$ cat src/rtl/cla_pipe_addsub.sv
// cla_pipe_addsub: pipelined add/subtract, one carry-lookahead segment per stage.
module cla_pipe_addsub #(
  parameter int WIDTH = 32,
  parameter int SEG_WIDTH = 16
) (
  input  logic             clk,
  input  logic             rst,
  input  logic             in_valid,
  output logic             in_ready,
  input  logic [WIDTH-1:0] a,
  input  logic [WIDTH-1:0] b,
  input  logic             cin,
  input  logic             op,
  output logic             out_valid,
  input  logic             out_ready,
  output logic [WIDTH-1:0] sum,
  output logic             cout,
  output logic             ovf,
  output logic             zero,
  output logic             neg
);
  localparam int NSEG = WIDTH / SEG_WIDTH;
  localparam int NG = SEG_WIDTH / 4;
  localparam int L = NSEG - 1;
  if (WIDTH % SEG_WIDTH != 0 || SEG_WIDTH % 4 != 0 || NSEG < 1) begin : g_bad
    $error("cla_pipe_addsub: WIDTH must be a multiple of SEG_WIDTH and SEG_WIDTH a multiple of 4");
  end
  // carry into position n as a flat sum of products of generate/propagate terms
  function automatic logic look(input logic [SEG_WIDTH-1:0] g, p, input logic c0, input int n);
    logic r, t;
    r = c0;
    for (int i = 0; i < n; i++) r &= p[i];
    for (int i = 0; i < n; i++) begin
      t = g[i];
      for (int j = i + 1; j < n; j++) t &= p[j];
      r |= t;
    end
    return r;
  endfunction
  logic adv;
  assign adv = out_ready | ~out_valid;
  assign in_ready = adv;
  for (genvar s = 0; s < NSEG; s++) begin : g_st
    logic [WIDTH-1:s*SEG_WIDTH] ai, bi;
    logic ci, pv, v, c_q;
    logic [SEG_WIDTH-1:0] p, g, ss;
    logic [SEG_WIDTH:0] bc;
    logic [NG-1:0] gg, gp;
    logic [(s+1)*SEG_WIDTH-1:0] sn, s_q;
    if (s == 0) begin : g_in
      assign ai = a;
      assign bi = b ^ {WIDTH{op}};
      assign ci = cin ^ op;
      assign pv = in_valid;
      assign sn = ss;
    end else begin : g_in
      assign ai = g_st[s-1].g_fw.a_q;
      assign bi = g_st[s-1].g_fw.b_q;
      assign ci = g_st[s-1].c_q;
      assign pv = g_st[s-1].v;
      assign sn = {ss, g_st[s-1].s_q};
    end
    assign p = ai[s*SEG_WIDTH +: SEG_WIDTH] ^ bi[s*SEG_WIDTH +: SEG_WIDTH];
    assign g = ai[s*SEG_WIDTH +: SEG_WIDTH] & bi[s*SEG_WIDTH +: SEG_WIDTH];
    always_comb begin
      bc = '0;
      gg = '0;
      gp = '0;
      for (int j = 0; j < NG; j++) begin
        gp[j] = &p[4*j +: 4];
        gg[j] = look(SEG_WIDTH'(g[4*j +: 4]), SEG_WIDTH'(p[4*j +: 4]), 1'b0, 4);
      end
      for (int j = 0; j <= NG; j++) bc[4*j] = look(SEG_WIDTH'(gg), SEG_WIDTH'(gp), ci, j);
      for (int j = 0; j < NG; j++)
        for (int k = 1; k < 4; k++)
          bc[4*j+k] = look(SEG_WIDTH'(g[4*j +: 4]), SEG_WIDTH'(p[4*j +: 4]), bc[4*j], k);
    end
    assign ss = p ^ bc[SEG_WIDTH-1:0];
    always_ff @(posedge clk)
      if (rst) begin
        v <= 1'b0;
        c_q <= 1'b0;
        s_q <= '0;
      end else if (adv) begin
        v <= pv;
        c_q <= bc[SEG_WIDTH];
        s_q <= sn;
      end
    if (s < L) begin : g_fw
      logic [WIDTH-1:(s+1)*SEG_WIDTH] a_q, b_q;
      always_ff @(posedge clk)
        if (adv) begin
          a_q <= ai[WIDTH-1:(s+1)*SEG_WIDTH];
          b_q <= bi[WIDTH-1:(s+1)*SEG_WIDTH];
        end
    end
    if (s == L) begin : g_fl
      logic o_q, z_q;
      always_ff @(posedge clk)
        if (rst) begin
          o_q <= 1'b0;
          z_q <= 1'b0;
        end else if (adv) begin
          o_q <= bc[SEG_WIDTH-1] ^ bc[SEG_WIDTH];
          z_q <= ~|sn;
        end
    end
  end
  assign out_valid = g_st[L].v;
  assign sum = g_st[L].s_q;
  assign cout = g_st[L].c_q;
  assign ovf = g_st[L].g_fl.o_q;
  assign zero = g_st[L].g_fl.z_q;
  assign neg = sum[WIDTH-1];
endmodule

$ cat config.mk
export PLATFORM = sky130hd
export DESIGN_NAME = cla_pipe_addsub
export DESIGN_NICKNAME = d
export VERILOG_FILES = /design/src/rtl/cla_pipe_addsub.sv
export SDC_FILE = /design/constraint.sdc
export NUM_CORES = 1
export LEC_CHECK = 0
export CAP_MARGIN = 5
export CORE_ASPECT_RATIO = 1.5
export CORE_MARGIN = 3
export CORE_UTILIZATION = 51
export CTS_CLUSTER_DIAMETER = 80
export DETAILED_ROUTE_END_ITERATION = 8
export PLACE_DENSITY = 0.83
export SYNTH_ARGS = -nofsm -noshare
export SYNTH_HDL_FRONTEND = slang
export SYNTH_SLANG_ARGS = --single-unit
$ cat constraint.sdc
create_clock -name clk -period 4.99 [get_ports clk]
set_input_delay 1.2475 -clock clk [delete_from_list [all_inputs] [get_ports clk]]
set_output_delay 1.2475 -clock clk [all_outputs]
set_load 0.01 [all_outputs]
======== Yosys cells after proc, flatten, opt, wreduce, memory -nomap -nowiden ========
Cells that the tools add are included.
storage, ports and cells
  flip-flop bits (word level) ............. 86
  bits in latches ......................... 0
  memory bits (writable) .................. 0
  ROM bits ................................ 0
  input bits .............................. 70
  output and inout port bits .............. 38
  word-level logic and storage cells ...... 215
  memories kept ........................... 0
cells by class
  add/subtract/negate cells ............... 0
  $mul .................................... 0
  div/mod/pow operators ................... 0
  magnitude comparators ................... 0
  equality and inequality tests ........... 0
  shifts and indexed selects .............. 0
  mux-type cells .......................... 0
  bitwise operators ....................... 195
  reductions and logical operators ........ 10
operators by type and width
  cell               count
  $or A1 B1 Y1       93
  $and A1 B1 Y1      92
  $xor A16 B16 Y16   4
  $and A16 B16 Y16   2
  $reduce_and A4 Y1  8
  $reduce_or A32 Y1  1
  $xor A32 B32 Y32   1
  $xor A1 B1 Y1      2
  $logic_not A1 Y1   1
  $not A1 Y1         1

======== Depth between registers and ports, before layout ========
  depth in word-level cells ............... 21
  gate-level depth with buffers ........... 15

======== Least setup slack after synthesis ========
OpenSTA, ideal clock, no wires.
  path kind ............................... input-to-reg
  start ................................... in op
  end ..................................... reg g_st[0].s_q[11]
  setup time .............................. 0.132 ns
  arrival ................................. 4.232 ns
  required time ........................... 4.858 ns
  slack ................................... 0.626 ns
  stages .................................. 15
  path buffers ............................ 2
  cell sequence ........................... clkbuf_1 > buf_1 > xor2_1 > ha_1 > and3_1 > a32oi_1 > and3_1 > nor2_1 > or2_1 > ha_1 > o21a_1 > o21a_1 > or3_1 > nand3_1 > a21oi_1
on the way
  word-level cells in the longest chain between the ends .. 18
  elaborated cells between the ends (all ways) .. 39
  classes of those cells .................. bitwise: 37; reduce/logical: 2
ends and longest elaborated chain
  element                                                      RTL line  source
  from (decl)                                                  13        input logic op,
  $xor A32 B32 Y32                                             52        assign bi = b ^ {WIDTH{op}};
  $and A16 B16 Y16 / $xor A16 B16 Y16 (equally long branches)  64, 63
  $and A1 B1 Y1 (3 in a row)                                   35        for (int j = i + 1; j < n; j++) t &= p[j];
  $or A1 B1 Y1 (3 in a row)                                    36        r |= t;
  $and A1 B1 Y1                                                35
  $or A1 B1 Y1 (2 in a row)                                    36
  $and A1 B1 Y1 (3 in a row)                                   32        for (int i = 0; i < n; i++) r &= p[i];
  $or A1 B1 Y1 (3 in a row)                                    36
  $xor A16 B16 Y16 *                                           78        assign ss = p ^ bc[SEG_WIDTH-1:0];
  to (signal assigned)                                         87        s_q <= sn;
  to (decl)                                                    49        logic [(s+1)*SEG_WIDTH-1:0] sn, s_q;
Mark *: on every way between the ends. The rest lies on a longest branch, timed or not.
A chain may end at the register's enable or synchronous reset.

======== Worst setup path after layout ========
  start ................................... reg g_st[0].g_fw.a_q[18] (netlist bit)
  end ..................................... reg g_st[1].g_fl.z_q, in the netlist zero
on the way
  elaborated cells between the ends (all ways) .. 56
  classes of those cells .................. bitwise: 53; reduce/logical: 3
RTL lines
  element                      RTL line  source
  from (decl)                  90        logic [WIDTH-1:(s+1)*SEG_WIDTH] a_q, b_q;
  from (signal assigned)       93        a_q <= ai[WIDTH-1:(s+1)*SEG_WIDTH];
  $xor A16 B16 Y16             63        assign p = ai[s*SEG_WIDTH +: SEG_WIDTH] ^ bi[s*SEG_WIDTH +: SEG_WIDTH];
  $and A1 B1 Y1 (2 in a row)   35
  $or A1 B1 Y1 (3 in a row)    36
  $and A1 B1 Y1 (2 in a row)   35
  $or A1 B1 Y1 * (3 in a row)  36
  $xor A16 B16 Y16 *           78
  via g_st[1].ss[12]           46        logic [SEG_WIDTH-1:0] p, g, ss;
  $reduce_or A32 Y1 *          105       z_q <= ~|sn;
  $logic_not A1 Y1 *           105
  to (signal assigned)         105
  to (decl)                    98        logic o_q, z_q;
The timed path passes the listed nets; every way through them passes the cells marked *.

==> impl_metrics.ini <==
[clock_tree]
clock_latency_ns = 0.34
cts_resized = 0
cts_num_sinks = 86
path_clk_slew_ns = 0.06
cts_setup_buffers = 0
cts_hold_buf = 0
cts_buffer_depth = 2
numCtsBuffers = 9
clockRootBuffer = clkbuf_16
cts-htree-levels = 3
cts_tree = done

[critical_path]
max_stage_delay_ns = 0.53
timing.rr.start = g_st[0].g_fw.a_q[18]
worst-setup-path-type = reg2reg
cp_max_fo = 6
crit_buf_inv = 0
reg2reg_slack_ns = 0.94
r2r_cells = 12
r2r-end = zero
cp.arrival_ns = 4.31
cp_cell_sequence = ha_1, a21o_1, a311o_1, a21oi_1, o21ai_0, a21o_1, fa_1, nor4_1, nand4_1, or4_1, or4_1, a21oi_1
path_delay_family = simple AND/OR/NAND/NOR gates
slowest_stage = or4_1
crit_path_start_kind = register
endpoint_kind = register
required_ns = 5.25

[finish]
drive_gt1_frac = 0.0459
final_nets = 701
finalCoreUtilization = 0.692
area_delta_synth_final_pct = 30.8
multi_input_area_um2 = 2510
register_area_um2 = 2040
diodes = 0
nFillCells = 664

[power_and_ir_drop]
peakVddDrop_mv = 0.343
p_leak_nw = 2.57
pwr_density_cell_nw_per_um2 = 356

[hold_path]
hp-class = reg2reg
holdCritStartpoint = sum[18]
holdPathStages = 2
hold_path_end = sum[18]

[timing]
setup_viol = 0
finClkSkew_ns = 0.00652
min_period_ns = 4.05
tns_ns = 0
fmax_mhz = 247
hold_viol = 0
relSlewSlack = 0.353
worst_pin_slew_ns = 0.971
rsz0062_at_grt = false
fin_crit_sh = 0.812
drv_slew = 0

[synthesis]
synth_top_area_cell = dfxtp_1
synth_most_common_cell = nand2_1
synth_edf_count = 32
synthMuxAreaShare = 0
synthCells = 484
synth.area.top_cells = dfxtp_1 23%, edfxtp_1 20%, ha_1 11%
yosys.area_share.adder = 0.141
synth_compound_area_frac = 0.166
yosys.area_share.simple = 0.150
synth_top_family_by_area = compound AO/OA/AOI/OAI gates
synth-xor-area-share = 0.0765
synth-seq-cells = 86
yosys_warnings = 0
synthTopCellsByCount = 69 x nand2_1, 54 x dfxtp_1, 47 x a21oi_1, 40 x ha_1, 34 x xor2_1
ys_types = 50
synthFlopType = dfxtp_1
yosysSeqAreaShare = 0.435
synth_area_um2 = 4690
syn-num-nets = 602
async_reset_ff_frac = 0
synthDominantCellAreaShare = 0.230
synth.avg_cell_area_um2 = 9.70

[detailed_routing]
drt_iter0_markers = 187
ant_nets = 0
drcViolationCount = 0
totalWireLength_mm = 10.7
wl_per_cell_um = 15.4
drtPass1Iterations = 4
vias = 3866
viasPerCell = 5.54

[placed_design]
place.gp.congestion = 0.940
io_buffers = 107
detailed_place_hpwl_mm = 8.02

[floorplanning]
core-area_um2 = 8880
die_w_um = 84.3
die_h_um = 124
num_rows = 42
die_area_um2 = 10400
io-pin-count = 108
initial_utilization = 0.529

[global_route]
track_usage = 0.207
grt_pass1_vias = 3751
grt_max_degree = 83
antenna_found_initial = 0
grt_pass1_wl_mm = 17.4
gr-total-overflow = 0

[status]
outcome = finished clean

[flow_run]
cap_violations = 0
-- routing by layer --
layer,vias to the layer above,part of all wire,GRT usage
met5,-,0,0
met4,0,0.020,0.0703
met3,13,0.046,0.0387
met2,112,0.54,0.378
met1,1818,0.40,0.244
li1,1923,-,-
-- cell type report --
cell class / count / area share
Inverter: 17 / 0.0104
Tap cell: 110 / 0.0224
Multi-Input combinational cell: 359 / 0.408
Sequential cell: 86 / 0.332
Timing Repair Buffer: 110 / 0.176
Clock inverter: 4 / 0.00835
Clock buffer: 12 / 0.0418
-- power by group --
part           internal (mW)  total (mW)  switching, mW
Clock                  0.418       0.684          0.267
Combinational          0.314       0.621          0.308
Sequential             0.823       0.878         0.0555
-- worst max path at each step --
stage / cells past startpoint / to / startpoint / slack (ns)
finish: 12 / zero / g_st[0].g_fw.a_q[18] / 0.94
global route: 12 / zero / g_st[0].g_fw.a_q[18] / 0.72
CTS: 12 / zero / g_st[0].g_fw.a_q[18] / 0.93
detailed placement: 14 / g_st[0].s_q[11] / b[3] / 0.65
global placement: 14 / g_st[0].s_q[11] / b[3] / 0.72
floorplan: 15 / g_st[0].s_q[11] / op / 0.63
-- stage by stage --
stage / hold slack, ns / instance area [um2] / setup WS (ns) / total power, mW / instances
final: 0.450 / 6140 / 0.937 / 2.18 / 698
after global routing: 0.473 / 6140 / 0.720 / 2.29 / 698
after CTS: 0.453 / 6140 / 0.930 / 2.19 / 698
after detailed placement: 0.444 / 5830 / 0.649 / 1.51 / 682
after global placement: 0.437 / 5830 / 0.717 / 1.48 / 682
after floorplan: 0.432 / 4690 / 0.626 / 1.26 / 484
-- sequential cells by signal (all words and copies together), names as in the netlist --
register	cells
cout	1
g_st.c_q	1
g_st.g_fw.a_q	16
g_st.g_fw.b_q	16
g_st.s_q	16
g_st.v	1
out_valid	1
ovf	1
sum	32
zero	1
-- logic make-up (layout without fill, tap and decap cells) --
group / count (synthesis) / in the layout
buffers and inverters: 39 / 143
xor gates and xnor gates: 41 / 41
adders and majority gates: 48 / 48
DFF: 86 / 86
and+or+nand+nor: 149 / 149
AOI/OAI and AO/OA: 121 / 121
-- worst reg2reg max path, cell delays in order (launching register included) --
cell	delay [ns]
edfxtp_1	0.37
ha_1	0.38
a21o_1	0.22
a311o_1	0.36
a21oi_1	0.25
o21ai_0	0.13
a21o_1	0.23
fa_1	0.50
nor4_1	0.29
nand4_1	0.11
or4_1	0.53
or4_1	0.48
a21oi_1	0.14
-- layout by cell type (no fill, tap or decap), drive strengths merged, types with 2 or more instances in the layout --
cell / instances
nor3: 11
buf: 5
xor2: 34
nor2: 24
xnor2: 7
a21oi: 47
dfxtp: 54
clkbuf: 12
ha: 40
nand3: 6
nand4: 4
o31a: 2
a211oi: 14
and4: 2
nor4: 6
a21o: 13
and3: 2
fa: 8
or3: 5
o21a: 9
o22ai: 2
o31ai: 4
nand2: 69
o211a: 4
clkdlybuf4s50: 105
o21ai: 14
or4: 4
o211ai: 2
nor2b: 6
inv: 20
edfxtp: 32
and2: 5
No activity file was read; power rests on OpenSTA's default activity.
